--- src/rtl/turnstile_pkg.sv ---
// turnstile_pkg: state encodings and default timing constants shared by the
// turnstile gate controller and by the upstream access-code FSM's status decode.
`timescale 1ns/100ps

package turnstile_pkg;

  // Raw encodings. Decode logic elsewhere compares gate_state against these.
  localparam logic [1:0] ENC_LOCKED   = 2'b00;
  localparam logic [1:0] ENC_UNLOCKED = 2'b01;
  localparam logic [1:0] ENC_ROTATING = 2'b10;
  localparam logic [1:0] ENC_ALARM    = 2'b11;

  typedef enum logic [1:0] {
    ST_LOCKED   = ENC_LOCKED,
    ST_UNLOCKED = ENC_UNLOCKED,
    ST_ROTATING = ENC_ROTATING,
    ST_ALARM    = ENC_ALARM
  } gate_state_e;

  // Default timing constants, in clock cycles.
  localparam int DEF_TIMEOUT_CYCLES = 16;
  localparam int DEF_ROTATE_CYCLES  = 4;
  localparam int DEF_ALARM_HOLD     = 8;
  localparam int DEF_CNT_W          = 8;

  // Largest of three values, used to size the shared timer.
  function automatic int max3(input int a, input int b, input int c);
    int m;
    m = (a > b) ? a : b;
    return (m > c) ? m : c;
  endfunction

endpackage

--- src/rtl/turnstile_gate_timer.sv ---
// gate_timer: loadable down-counter shared by every timed state of the gate FSM.
// A load takes priority over a decrement; the count holds at zero instead of
// wrapping, so callers may keep dec asserted while they wait on another input.
`timescale 1ns/100ps

module gate_timer #(
  parameter int W = 4
) (
  input  logic         clk,
  input  logic         reset,
  input  logic         i_load,
  input  logic         i_dec,
  input  logic [W-1:0] i_load_val,
  output logic         o_zero
);

  logic [W-1:0] r_count;

  // Count register: load, or decrement while non-zero, else hold.
  // NOTE: sequential state is written only with non-blocking assignments so every
  // register samples pre-edge values, independent of block evaluation order.
  always_ff @(posedge clk or posedge reset) begin
    if (reset) begin
      r_count <= '0;
    end else if (i_load) begin
      r_count <= i_load_val;
    end else if (i_dec && (r_count != '0)) begin
      r_count <= r_count - W'(1);
    end
  end

  assign o_zero = (r_count == '0);

endmodule

--- src/rtl/turnstile_gate_ctrl.sv ---
// turnstile_gate_ctrl: drives the turnstile arm lock from the access-code grant.
// One grant releases the arm for one passage. The arm relocks when an unused grant
// expires or after a completed rotation. Pushing a locked arm raises the alarm.
// Completed passages are counted with saturation.
`timescale 1ns/100ps

module turnstile_gate_ctrl
  import turnstile_pkg::*;
#(
  parameter int TIMEOUT_CYCLES = DEF_TIMEOUT_CYCLES,
  parameter int ROTATE_CYCLES  = DEF_ROTATE_CYCLES,
  parameter int ALARM_HOLD     = DEF_ALARM_HOLD,
  parameter int CNT_W          = DEF_CNT_W
) (
  input  logic             clk,
  input  logic             reset,
  input  logic             open_access_door,
  input  logic             pass_sensor,
  output logic             gate_unlock,
  output logic             alarm,
  output logic             timeout_pulse,
  output logic [CNT_W-1:0] pass_count,
  output logic [1:0]       gate_state
);

  localparam int TIMER_W = $clog2(max3(TIMEOUT_CYCLES, ROTATE_CYCLES, ALARM_HOLD));

  // Timer reload values. Each is truncated to the shared timer width.
  localparam logic [TIMER_W-1:0] TMR_TIMEOUT = TIMER_W'(TIMEOUT_CYCLES - 1);
  localparam logic [TIMER_W-1:0] TMR_ROTATE  = TIMER_W'(ROTATE_CYCLES - 1);
  localparam logic [TIMER_W-1:0] TMR_ALARM   = TIMER_W'(ALARM_HOLD - 1);

  localparam logic [CNT_W-1:0] CNT_MAX = '1;

  gate_state_e        r_state;
  gate_state_e        w_next_state;
  logic               w_tmr_load;
  logic               w_tmr_dec;
  logic [TIMER_W-1:0] w_tmr_load_val;
  logic               w_tmr_zero;
  logic               w_timeout;
  logic               w_pass_done;

  logic               r_gate_unlock;
  logic               r_alarm;
  logic               r_timeout_pulse;
  logic [CNT_W-1:0]   r_pass_count;

  gate_timer #(
    .W (TIMER_W)
  ) u_gate_timer (
    .clk        (clk),
    .reset      (reset),
    .i_load     (w_tmr_load),
    .i_dec      (w_tmr_dec),
    .i_load_val (w_tmr_load_val),
    .o_zero     (w_tmr_zero)
  );

  // Next-state and timer control for the gate FSM.
  // NOTE: every signal assigned here gets a default first, so no path can leave
  // one unassigned and infer a latch.
  always_comb begin
    w_next_state   = r_state;
    w_tmr_load     = 1'b0;
    w_tmr_dec      = 1'b0;
    w_tmr_load_val = '0;
    w_timeout      = 1'b0;
    w_pass_done    = 1'b0;

    unique case (r_state)
      ST_LOCKED: begin
        // The grant wins when it coincides with a push on the arm.
        if (open_access_door) begin
          w_next_state   = ST_UNLOCKED;
          w_tmr_load     = 1'b1;
          w_tmr_load_val = TMR_TIMEOUT;
        end else if (pass_sensor) begin
          w_next_state   = ST_ALARM;
          w_tmr_load     = 1'b1;
          w_tmr_load_val = TMR_ALARM;
        end
      end

      ST_UNLOCKED: begin
        if (pass_sensor) begin
          w_next_state   = ST_ROTATING;
          w_tmr_load     = 1'b1;
          w_tmr_load_val = TMR_ROTATE;
        end else if (open_access_door) begin
          // A repeated grant only restarts the wait; it never banks a second passage.
          w_tmr_load     = 1'b1;
          w_tmr_load_val = TMR_TIMEOUT;
        end else if (w_tmr_zero) begin
          w_next_state = ST_LOCKED;
          w_timeout    = 1'b1;
        end else begin
          w_tmr_dec = 1'b1;
        end
      end

      ST_ROTATING: begin
        // Grants are ignored here; the arm stays free until the minimum rotation
        // time has elapsed and the sensor reports the arm at rest.
        if (w_tmr_zero && !pass_sensor) begin
          w_next_state = ST_LOCKED;
          w_pass_done  = 1'b1;
        end else begin
          w_tmr_dec = 1'b1;
        end
      end

      ST_ALARM: begin
        if (w_tmr_zero && !pass_sensor) begin
          w_next_state = ST_LOCKED;
        end else begin
          w_tmr_dec = 1'b1;
        end
      end

      default: begin
        w_next_state = ST_LOCKED;
      end
    endcase
  end

  // State register.
  // NOTE: the asynchronous reset forces a known state and outputs immediately,
  // without waiting for a clock edge.
  always_ff @(posedge clk or posedge reset) begin
    if (reset) begin
      r_state <= ST_LOCKED;
    end else begin
      r_state <= w_next_state;
    end
  end

  // Registered outputs decoded from the state being entered.
  always_ff @(posedge clk or posedge reset) begin
    if (reset) begin
      r_gate_unlock   <= 1'b0;
      r_alarm         <= 1'b0;
      r_timeout_pulse <= 1'b0;
    end else begin
      r_gate_unlock   <= (w_next_state == ST_UNLOCKED) || (w_next_state == ST_ROTATING);
      r_alarm         <= (w_next_state == ST_ALARM);
      r_timeout_pulse <= w_timeout;
    end
  end

  // Saturating passage counter; a rotation interrupted by reset is never counted.
  always_ff @(posedge clk or posedge reset) begin
    if (reset) begin
      r_pass_count <= '0;
    end else if (w_pass_done && (r_pass_count != CNT_MAX)) begin
      r_pass_count <= r_pass_count + CNT_W'(1);
    end
  end

  assign gate_unlock   = r_gate_unlock;
  assign alarm         = r_alarm;
  assign timeout_pulse = r_timeout_pulse;
  assign pass_count    = r_pass_count;
  assign gate_state    = r_state;

endmodule

--- config.mk ---
export PLATFORM = sky130hd
export DESIGN_NAME = turnstile_gate_ctrl
export DESIGN_NICKNAME = d
export VERILOG_FILES = /design/src/rtl/turnstile_pkg.sv /design/src/rtl/turnstile_gate_timer.sv /design/src/rtl/turnstile_gate_ctrl.sv
export SDC_FILE = /design/constraint.sdc
export NUM_CORES = 1
export LEC_CHECK = 0
export ABC_AREA = 1
export ABC_CLOCK_PERIOD_IN_PS = 4000
export BUFFER_PORTS_ARGS = -buffer_cell sky130_fd_sc_hd__buf_2
export CAP_MARGIN = 40
export CORE_UTILIZATION = 55
export DETAILED_ROUTE_END_ITERATION = 10
export PLACE_DENSITY = 0.79
export SLEW_MARGIN = 20
export SYNTH_ARGS = -nofsm -noshare
export SYNTH_HDL_FRONTEND = slang
export SYNTH_SLANG_ARGS = --single-unit
export TNS_END_PERCENT = 30
--- constraint.sdc ---
create_clock -name clk -period 4 [get_ports clk]
set_clock_uncertainty 0.15 [all_clocks]
set_input_delay 1 -clock clk [delete_from_list [all_inputs] [get_ports clk]]
set_output_delay 1 -clock clk [all_outputs]
set_load 0.005 [all_outputs]
# Yosys cells after proc, flatten, opt, wreduce, memory -nomap -nowiden

Index checks and enable logic that the tools add are counted.

Logic and storage cells: 55
Output and inout port bits: 13
Flip-flop bits (word level): 17
Bits of input ports: 4

Reductions and logical operators: 10
Muxes and demuxes: 30
Add/subtract/negate cells: 2
Eq/ne operators: 7

Operators by type and width:

| operator            | count |
|---|---|
| $mux 4              | 5 |
| $mux 1              | 14 |
| $mux 2              | 6 |
| $add 8x1->8 const B | 1 |
| $eq 2x2->1 const B  | 4 |
| $ne 8x8->1 const B  | 1 |
| $pmux 4 s2          | 1 |
| $pmux 2 s3          | 1 |
| $eq 2x1->1 const B  | 2 |
| $logic_not 4->1     | 1 |
| $pmux 1 s2          | 2 |
| $reduce_bool 4->1   | 1 |
| $sub 4x1->4 const B | 1 |
| $logic_and 1x1->1   | 3 |
| $mux 3              | 1 |
| $logic_not 2->1     | 1 |
| $reduce_bool 2->1   | 1 |
| $reduce_or 2->1     | 1 |
| $logic_not 1->1     | 1 |
| $logic_or 1x1->1    | 1 |

# Depth between registers and ports, before layout

Gate-level depths: netlist (run 1).

Depth after elaboration: 8
Gate-level depth with buffers: 8
Mapped depth without buffers: 8

# Modules after synthesis

From an unflattened synthesis (run 1), not the netlist that was laid out.

Cells, all modules: 146
Area total of the unflattened synthesis: 1059.8 sq um

By module, submodules not included:

| module              | area each (sq um) | sequential area each (sq um) | times used | cells an instance |
|---|---|---|---|---|
| turnstile_gate_ctrl | 760.7             | 325.3                        | 1          | 99 |
| gate_timer          | 299.0             | 100.1                        | 1          | 47 |

# Least setup slack after synthesis (run 1)

No wires, ideal clock.

Kind: input to register
Start: input port pass_sensor
End: register r_gate_unlock (netlist: gate_unlock)
Stages on the path: 5
Arrival: 1632 ps
Setup time: 126 ps
Path buffers: 0
Slack: 2092 ps
Cells stage by stage: inv_1 > nand4_1 > nand2_1 > a21boi_0 > ha_1

Word-level cells in the longest chain between the ends: 6

Ends and longest elaborated chain:

| what                                            | line                                                   | text |
|---|---|---|
| start, declared                                 | turnstile_gate_ctrl.sv:18                              | `input logic pass_sensor,` |
| $logic_not 1->1                                 | turnstile_gate_ctrl.sv:105, turnstile_gate_ctrl.sv:114 |  |
| $logic_and 1x1->1                               | turnstile_gate_ctrl.sv:105, turnstile_gate_ctrl.sv:114 |  |
| $mux 2                                          | turnstile_gate_ctrl.sv:105, turnstile_gate_ctrl.sv:114 |  |
| $pmux 2 s3 *                                    | turnstile_gate_ctrl.sv:71                              | `unique case (r_state)` |
| $eq 2x1->1 / $eq 2x2->1 (equally long branches) | turnstile_gate_ctrl.sv:145                             | `r_gate_unlock <= (w_next_state == ST_UNLOCKED) \|\| (w_next_state == ST_ROTATING);` |
| $logic_or 1x1->1 *                              | turnstile_gate_ctrl.sv:145                             |  |
| end signal, assigned                            | turnstile_gate_ctrl.sv:145                             |  |
| end, declared                                   | turnstile_gate_ctrl.sv:44                              | `logic r_gate_unlock;` |

Every way passes the cells marked *; elsewhere a longest branch is shown, timed or not.
A chain may end at the register's enable or synchronous reset.

# Worst setup path after layout (run 1)

Start: register r_pass_count[6] (netlist: pass_count[6])
End: output port pass_count[6]

RTL lines:

| what                   | line                       | text |
|---|---|---|
| start, declared        | turnstile_gate_ctrl.sv:47  | `logic [CNT_W-1:0] r_pass_count;` |
| start signal, assigned | turnstile_gate_ctrl.sv:156 | `r_pass_count <= r_pass_count + CNT_W'(1);` |
| end, declared          | turnstile_gate_ctrl.sv:22  | `output logic [CNT_W-1:0] pass_count,` |

No word-level cell between the ends.

==> results of run 1 <==
registers in the layout, summed over array words and instances, names as in the netlist:
name / cells
u_gate_timer.r_count: 4
timeout_pulse: 1
gate_state: 2
gate_unlock: 1
alarm: 1
pass_count: 8
cell type report:
| class | instances | area, sq um |
|---|---|---|
| clock buffer | 4 | 26.28 |
| fill | 164 | 570.5 |
| inverter | 20 | 75.07 |
| multi-input combinational | 97 | 499.2 |
| sequential | 17 | 425.4 |
| tap | 25 | 31.28 |
| timing repair buffer | 16 | 80.08 |
stage by stage:
step	worst slack [ns]	util	cells	hold slack (ns)
after global placement	1.904	0.6505	175	0.3516
final	1.899	0.6659	179	0.3718
after detailed placement	1.856	0.6505	175	0.3535
after floorplan	2.092	-	134	0.3211
after global routing	1.860	0.6659	179	0.4012
after CTS	1.892	0.6659	179	0.3797
cells in the mapped netlist, types with 2 or more instances:
cell      instances
a21boi_0          2
o211ai_1          2
inv_2             3
o21ai_0           5
ha_1              3
inv_1            17
nor2_4            2
nand2_1          49
nor2_1            9
dfrtp_1          17
nand3_1          12
nand4_1           4
layer usage:
layer,GRT usage,up-vias,part of all wire
met5,0,-,0
met4,0.09091,0,0.0063
met3,0.02449,2,0.038
met2,0.3647,26,0.51
met1,0.2958,433,0.44
li1,-,468,-
kinds of logic (layout without fill, tap and decap cells):
logic type	count (synthesis)	count (layout)	synth area share
AO/OA/AOI/OAI	10	10	0.06006
XOR/XNOR	2	2	0.01753
adder cells (fa/ha/maj)	3	3	0.03755
buffers and inverters	20	40	0.07509
flip-flops	17	17	0.4255
AND/OR/NAND/NOR	82	82	0.3842
power by group through the flow:
stage	clock (uW)	combinational (uW)	sequential (uW)
global placement	0	241	268
CTS	93.1	252	267
detailed placement	0	251	269
global route	97.9	293	273
floorplan	0	178	266
finish	89.6	250	266
worst max-delay path by stage:
stage                     slack, ns                      start                     to
after floorplan                2.09                pass_sensor  gate_unlock$_DFF_PP0_
after global placement         1.90                pass_sensor  gate_unlock$_DFF_PP0_
after detailed placement       1.86                pass_sensor  gate_unlock$_DFF_PP0_
after CTS                      1.89  pass_count[6]$_DFFE_PP0P_          pass_count[6]
after global routing           1.86  pass_count[6]$_DFFE_PP0P_          pass_count[6]
final                          1.90  pass_count[6]$_DFFE_PP0P_          pass_count[6]
==> impl_results.md, run 1 <==
* Antenna violations before repair at 0
* Cell types occupying the most area after synthesis: dfrtp_1 (43%), nand2_1 (18%), inv_1 (6.4%), nand3_1 (6.0%), ha_1 (3.8%)
* Post-Synthesis Cells at 134
* Final setup viols at 0
* Root buffer cell: clkbuf_4
* Power Total at 605.7 uW
* Netlist cell types at 21
* Pre-antenna DRT Iters at 4
* CP top delay family: flip-flops
* Post-synthesis sequential area ratio at 0.4255
* Vias post-DR at 929
* Mapped Area at about 1000 sq um
* Ys Warns at 0
* Largest area contributor in the synthesized netlist: dfrtp_1
* Hold depth at 2
* Power share of the combinational group at 0.412
* Hold Crit Start: u_gate_timer.r_count[3]$_DFFE_PP0P_
* All-Layer GR Usage at 0.2211
* Ys flop type: dfrtp_1
* Proportion of layout cells with a drive suffix above 1 at 0.1818
* Maximum VDD drop at 0.3041 mV
* Slowest CP cell: dfrtp_1
* Buffer count from post-CTS setup fixing at 0
* Htree depth at 1
* PD cells at 532.6 mW/mm^2
* Core area at 0.001708 sq mm
* Yosys top cell area share at 0.4255
* Io pins at 17
* Async SR Flop Fraction at 1.000
* Starting Density at 0.5853
* Minimum clock period at about 2.1 ns
* Type of the most critical hold path: reg2reg
* Status: complete, no violations
* Sink Count at 17
* P_sw at 246.7 uW
* R2R cell count at 6
* Row cnt at 15
* Hold Vio Cnt, Final at 0
* DIE HEIGHT at 44.64 um
* WS Path Type: reg2out
* Ant diodes at 0
* Peak Freq at 0.4759 GHz
* Max-cap violations at 0
* Leak Pwr at 0.0006328 uW
* Critical Path AT at 0.95 ns
* Global route total overflow at 0
* Final Wtd Congestion at between 0.8 and 0.9
* Clock-pin slew on the worst setup and hold paths at 0.10 ns
* Syn Area/Cell at roughly 7.5 sq um
* Routed length per instance at approximately 11 um
* Resize count post-CTS at 0
* Sw Share at 0.4073
* Die area at 0.001992 sq mm
* Num CTS Buffers at 3
* Final period utilization at 0.5253
* Leading cell type in the layout, fill and taps excluded: nand2_1
* Worst Path Required at 2.85 ns
* Clock power share at 0.148
* Crit. End Element: output pin
* Die Width at 44.64 um
* Clk_lat worst skew at 0.28 ns
* Via/cell ratio at roughly 5.2
* Initial DRC count at 31
* Nets@finish at about 160
* Post-synth EDFFs at 0
* Largest net degree at the start of global routing at 18
* Input/output buffers at 16
* Setup TNS at 0 ns
* R2r setup slk at 2.27 ns
* Critical path depth in cells at 1
* DP Area at 0.001111 sq mm
* Clock Tree Buf Depth at 2
* Most frequent cells in the layout: nand2_1 (49), inv_1 (17), dfrtp_1 (17)
* Post-Syn Nets at 141
* Sequential fraction of design power at 0.440
* DRC at 0
* Worst path cell trace: buf_2
* Hold_buf cts at 0
* CTS tree: done
* Max_slew headroom at 0.5850
* Unrepaired setup endpoints after global routing: no
* Vias in the first global route at 749
* Post-route cell area at approximately 0.0011 sq mm
* DP Wirelength at 1.512 mm
* Detailed Route WL at 1.906 mm
* Hold Path End: u_gate_timer.r_count[3]$_DFFE_PP0P_
* Worst setup SP type: flip-flop
* Crit path max fanout at 7
* ANT nets after route at 0
* Worst flop-to-flop path endpoint: gate_unlock$_DFF_PP0_
* Area growth, synth to finish at 13.77%
* Seq cells post-synth at 17
* Reg-to-reg critical path startpoint: u_gate_timer.r_count[0]$_DFFE_PP0P_
* Internal power at 359.0 uW
* Pins Over Slew Limit at 0
* Worst Path Buf+Inv at 1
* Worst slew pin tran at roughly 0.62 ns
* First-pass GRT wire length at 3.187 mm
* Slowest cell delay on critical path at 0.50 ns
Note: power is estimated with default switching activity, not from simulation.
==> run 2, diff against run 1 <==
--- a/config.mk
+++ b/config.mk
@@ -6,12 +6,12 @@
 export NUM_CORES = 1
 export LEC_CHECK = 0
 export ABC_AREA = 1
-export ABC_CLOCK_PERIOD_IN_PS = 4000
+export ABC_CLOCK_PERIOD_IN_PS = 2150
 export BUFFER_PORTS_ARGS = -buffer_cell sky130_fd_sc_hd__buf_2
 export CAP_MARGIN = 40
-export CORE_UTILIZATION = 55
+export CORE_UTILIZATION = 54
 export DETAILED_ROUTE_END_ITERATION = 10
-export PLACE_DENSITY = 0.79
+export PLACE_DENSITY = 0.78
 export SLEW_MARGIN = 20
 export SYNTH_ARGS = -nofsm -noshare
 export SYNTH_HDL_FRONTEND = slang
==> constraint.sdc (replaced) <==
create_clock -name clk -period 2.15 [get_ports clk]
set_clock_uncertainty 0.15 [all_clocks]
set_input_delay 0.5375 -clock clk [delete_from_list [all_inputs] [get_ports clk]]
set_output_delay 0.5375 -clock clk [all_outputs]
set_load 0.005 [all_outputs]
==> impl_results.md, run 2 (synthesis gave the netlist of run 1 again) <==
* Fillers at ~160
* Starting Density at 0.5790
* Clk_lat worst skew at 0.29 ns
* WS Path Type: reg2reg
* Slowest CP cell: dfrtp_1
* Via/cell ratio at ~5.2
* Global route total overflow at 0
* Leading cell type in the layout, fill and taps excluded: nand2_1
* ANT nets after route at 0
* Antenna violations before repair at 0
* M1 GR Usage at 0.2584
* Die Width at 45.03 um
* Vias post-DR at 922
* DP Wirelength at 1.513 mm
* Nets@finish at 162
* Status: complete, no violations
* Slowest cell delay on critical path at 0.36 ns
* Crit path top cell by count: ha_1
* First-pass GRT wire length at ~3.2 mm
* Power Total at 1128 uW
* Peak Freq at about 0.60 GHz
* Worst Path Required at 2.18 ns
* Proportion of layout cells with a drive suffix above 1 at 0.1818
* Sink Count at 17
* Max-cap violations at 0
* Detailed Route WL at 1.909 mm
* Ant diodes at 0
* Pre-antenna DRT Iters at 4
* Crit path max fanout at 5
* Root buffer cell: clkbuf_4
* Met2 GRT Util at 0.3913
* PD cells at 991.7 mW/mm^2
* Routed length per instance at roughly 11 um
* Final period utilization at 0.7787
* Core area at 0.001727 sq mm
* Area growth, synth to finish at 13.77%
* Max_slew headroom at 0.5828
* DRC at 0
* Grt met3 use at 0.04400
* Io pins at 17
* DIE HEIGHT at roughly 45 um
* Maximum VDD drop at 0.8323 mV
* CTS tree: done
* Max reg flops at 8
* Critical Path AT at 1.70 ns
* Clock Tree Buf Depth at 2
* Final WS setup at 0.4757 ns
* Num CTS Buffers at 3
* Initial DRC count at 16
* Resize count post-CTS at 0
* All-Layer GR Usage at 0.2259
* Input/output buffers at 16
* Leak Pwr at 0.0006328 uW
* Htree depth at 1
* Crit. End Element: flip-flop
* Minimum clock period at 1.674 ns
* Final Wtd Congestion at 0.8697
* Worst setup SP type: flip-flop
* Setup TNS at 0 ns
* Vias in the first global route at 823
* Unrepaired setup endpoints after global routing: no
* Type of the most critical hold path: in2async
* Hold_buf cts at 0
* Hold Vio Cnt, Final at 0
* Busiest grt layer: met2
* Clock-pin slew on the worst setup and hold paths at 0.10 ns
* Worst path cell trace: inv_1 -> ha_1 -> nand4_1 -> nand2_1 -> a21boi_0 -> ha_1
* Die area at between 0.002 and 0.0025 sq mm
* Largest net degree at the start of global routing at 18
* Final setup viols at 0
* Pins Over Slew Limit at 0
* Most frequent cells in the layout: nand2_1 (49), inv_1 (17), dfrtp_1 (17)
* Worst slew pin tran at 0.6251 ns
* Buffer count from post-CTS setup fixing at 0
* FF+latch area at 425.4 sq um
* Row cnt at 15
* Pre-CTS WS at 0.4622 ns
* Multi-input logic area at 499.2 sq um
-- run 2: worst paths after layout --
check,slack [ns],depth (start not counted),endpoint,start
worst max-delay path,0.48,6,gate_unlock$_DFF_PP0_,u_gate_timer.r_count[0]$_DFFE_PP0P_
max in group asynchronous,1.28,2,pass_count[5]$_DFFE_PP0P_,reset
worst max register to register,0.48,6,gate_unlock$_DFF_PP0_,u_gate_timer.r_count[0]$_DFFE_PP0P_
worst min register to register,0.37,2,u_gate_timer.r_count[3]$_DFFE_PP0P_,u_gate_timer.r_count[3]$_DFFE_PP0P_
min in group clk,0.37,2,u_gate_timer.r_count[3]$_DFFE_PP0P_,u_gate_timer.r_count[3]$_DFFE_PP0P_
worst min-delay path,0.16,2,gate_unlock$_DFF_PP0_,reset
-- run 2: where the power goes --
part	internal [uW]	total (uW)	leakage, uW	switching (uW)
Clock	72.1	164	0.0000150	92.2
Sequential	417	498	0.000215	81.1
Combinational	182	465	0.000402	283
Total	671	1130	0.000633	457
-- run 2: per-stage QoR --
step                hold WS (ns)  utilization  instance area, sq um  cells
floorplan                 0.3136            -                 999.7    134
global placement          0.3452       0.6435                  1111    175
detailed placement        0.3508       0.6435                  1111    175
CTS                       0.1780       0.6587                  1137    179
global route              0.2209       0.6587                  1137    179
finish                    0.1591       0.6587                  1137    179
-- run 2: metal layers --
| layer | vias to the layer above | routed length [um] |
|---|---|---|
| met5 | - | 0 |
| met4 | 0 | 41 |
| met3 | 4 | 82 |
| met2 | 26 | 942 |
| met1 | 424 | 843 |
| li1 | 468 | - |
-- run 2: final cells by class --
cell class	count	area share
multi-input combinational	97	0.4389
sequential	17	0.3740
timing repair buffer	16	0.07041
inverter	20	0.06601
tap	25	0.02750
clock buffer	4	0.02310
-- run 2: worst max-delay path, delay by kind of cell, from the launching register on --
family / cells / cell delay (ns)
AOI/OAI and AO/OA: 1 / 0.09
and+or+nand+nor: 2 / 0.32
adders and majority gates: 2 / 0.52
buffers and inverters: 1 / 0.13
DFF: 1 / 0.36
==> run 3, diff against run 2 <==
--- a/config.mk
+++ b/config.mk
@@ -6,7 +6,7 @@
 export NUM_CORES = 1
 export LEC_CHECK = 0
 export ABC_AREA = 1
-export ABC_CLOCK_PERIOD_IN_PS = 2150
+export ABC_CLOCK_PERIOD_IN_PS = 1600
 export BUFFER_PORTS_ARGS = -buffer_cell sky130_fd_sc_hd__buf_2
 export CAP_MARGIN = 40
 export CORE_UTILIZATION = 54
==> constraint.sdc (replaced) <==
create_clock -name clk -period 1.6 [get_ports clk]
set_clock_uncertainty 0.15 [all_clocks]
set_input_delay 0.4 -clock clk [delete_from_list [all_inputs] [get_ports clk]]
set_output_delay 0.4 -clock clk [all_outputs]
set_load 0.005 [all_outputs]
==> impl_results.md, run 3 (synthesis gave the netlist of run 1 again) <==
* Vias in the first global route at about 870
* Final core utilization at 0.7152
* Pins Over Slew Limit at 0
* Die area at 0.002027 sq mm
* Input/output buffers at 16
* Leading cell type in the layout, fill and taps excluded: nand2_1
* Leak Pwr at 0.0006673 uW
* Num CTS Buffers at 3
* WS Path Type: reg2reg
* Unrepaired setup endpoints after global routing: yes
* Via/cell ratio at about 5.2
* Post-route insts no fill at between 150 and 200
* Clock-pin slew on the worst setup and hold paths at 0.09 ns
* Routed length per instance at ~12 um
* Largest net degree at the start of global routing at 13
* Pre-CTS WS at -0.006382 ns
* Crit path max fanout at 8
* Most frequent cells in the layout: nand2_1 (48), dfrtp_1 (17), buf_2 (16)
* Critical Path AT at 1.55 ns
* Proportion of layout cells with a drive suffix above 1 at 0.2484
* Final period utilization at 0.9542
* Htree depth at 1
* Final WS setup at 0.07322 ns
* Max-cap violations at 0
* Slowest CP cell: dfrtp_1
* Sink Count at 17
* R2R cell count at 7
* Hold depth at 4
* Crit. End Element: flip-flop
* Initial DRC count at 25
* Pre-antenna DRT Iters at 5
* CTS tree: done
* Global route total overflow at 0
* PD cells at 1343 mW/mm^2
* Max reg flops at 8
* Worst path cell trace: inv_2 -> ha_4 -> nand4_1 -> nor2_4 -> nand2_4 -> nand2_1 -> nand2_1
* Area growth, synth to finish at 23.53%
* Status: complete, no violations
* Antenna violations before repair at 0
* Minimum clock period at 1.527 ns
* First-pass GRT wire length at about 3.5 mm
* Starting Density at 0.5790
* Final setup viols at 0
* Peak Freq at 0.6550 GHz
* Worst slew pin tran at 0.2801 ns
* Crit path top cell by count: nand2_1
* Core area at 0.001727 sq mm
* Placed cells at 177
* Clock Tree Buf Depth at 2
* DIE HEIGHT at 45.03 um
* Row cnt at 15
* Final Wtd Congestion at between 0.8 and 0.9
* Slowest cell delay on critical path at around 0.42 ns
* DRC at 0
* Vias post-DR at 975
* All-Layer GR Usage at 0.2394
* Root buffer cell: clkbuf_4
* WHS at about 0.28 ns
* Reg-to-reg critical path startpoint: u_gate_timer.r_count[1]$_DFFE_PP0P_
* Nets@finish at 169
* Hold Vio Cnt, Final at 0
* Max_slew headroom at 0.8115
* Power Total at roughly 1700 uW
* Die Width at 45.03 um
* Worst setup SP type: flip-flop
* DP Wirelength at approximately 1.6 mm
* Ant diodes at 0
* Worst flop-to-flop path endpoint: pass_count[4]$_DFFE_PP0P_
* Type of the most critical hold path: in2reg
* Clk_lat worst skew at 0.28 ns
* Detailed Route WL at about 2.2 mm
* R2r setup slk at 0.07 ns
* Worst Path Required at between 1.5 and 2 ns
* Hold Crit Start: open_access_door
* Maximum VDD drop at 1.046 mV
* ANT nets after route at 0
* Io pins at 17
* Hold Path End: timeout_pulse$_DFF_PP0_
[run 3: how the worst max path moves through the flow]
| stage | from | end | depth (start not counted) |
|---|---|---|---|
| finish | u_gate_timer.r_count[1]$_DFFE_PP0P_ | pass_count[4]$_DFFE_PP0P_ | 7 |
| detailed placement | u_gate_timer.r_count[0]$_DFFE_PP0P_ | gate_unlock$_DFF_PP0_ | 6 |
| floorplan | u_gate_timer.r_count[0]$_DFFE_PP0P_ | gate_unlock$_DFF_PP0_ | 6 |
| global route | u_gate_timer.r_count[1]$_DFFE_PP0P_ | pass_count[4]$_DFFE_PP0P_ | 7 |
| global placement | u_gate_timer.r_count[1]$_DFFE_PP0P_ | gate_unlock$_DFF_PP0_ | 6 |
| CTS | u_gate_timer.r_count[1]$_DFFE_PP0P_ | gate_unlock$_DFF_PP0_ | 6 |
[run 3: final cells by class]
| type | instances | area [sq um] |
|---|---|---|
| repair buffers | 23 | 147.6 |
| clock buffers | 4 | 26.28 |
| inverters | 20 | 75.07 |
| flip-flops and latches | 17 | 425.4 |
| multi-input cells | 97 | 529.3 |
| fillers | 146 | 491.7 |
| well taps | 25 | 31.28 |
[run 3: where the power goes]
group          switching (uW)  leakage [uW]  internal (uW)
Combinational             418      0.000437            328
Sequential                134      0.000215            561
Clock                     121     0.0000150           96.5
Total                     674      0.000667            985
[run 3: timing repair]
action / in CTS / in global routing
hold buffers: 1 / 0
resized for setup: 1 / 8
pin swaps: 1 / 3
buffers inserted: 0 / 4
setup endpoints to repair: 1 / 10
endpoints found under the hold margin: 5 / 0
[run 3: critical path: cells and delay by family, from the launching register on]
| family | cells | cell delay [ns] |
|---|---|---|
| adders and majority gates | 1 | 0.14 |
| buffers and inverters | 1 | 0.08 |
| DFF | 1 | 0.42 |
| and+or+nand+nor | 5 | 0.64 |
[run 3: metrics by stage]
step,area (sq um),setup TNS [ns]
after floorplan,999.7,0
after global placement,1139,0
after detailed placement,1139,-0.006382
after CTS,1177,0
after global routing,1235,-0.1128
final,1235,0
[run 3: layer usage]
layer / GRT usage / vias to the layer above / share of wire
met5: 0 / - / 0
met4: 0.07879 / 0 / 0.0054
met3: 0.03600 / 2 / 0.048
met2: 0.4232 / 37 / 0.52
met1: 0.2977 / 454 / 0.42
li1: - / 482 / -
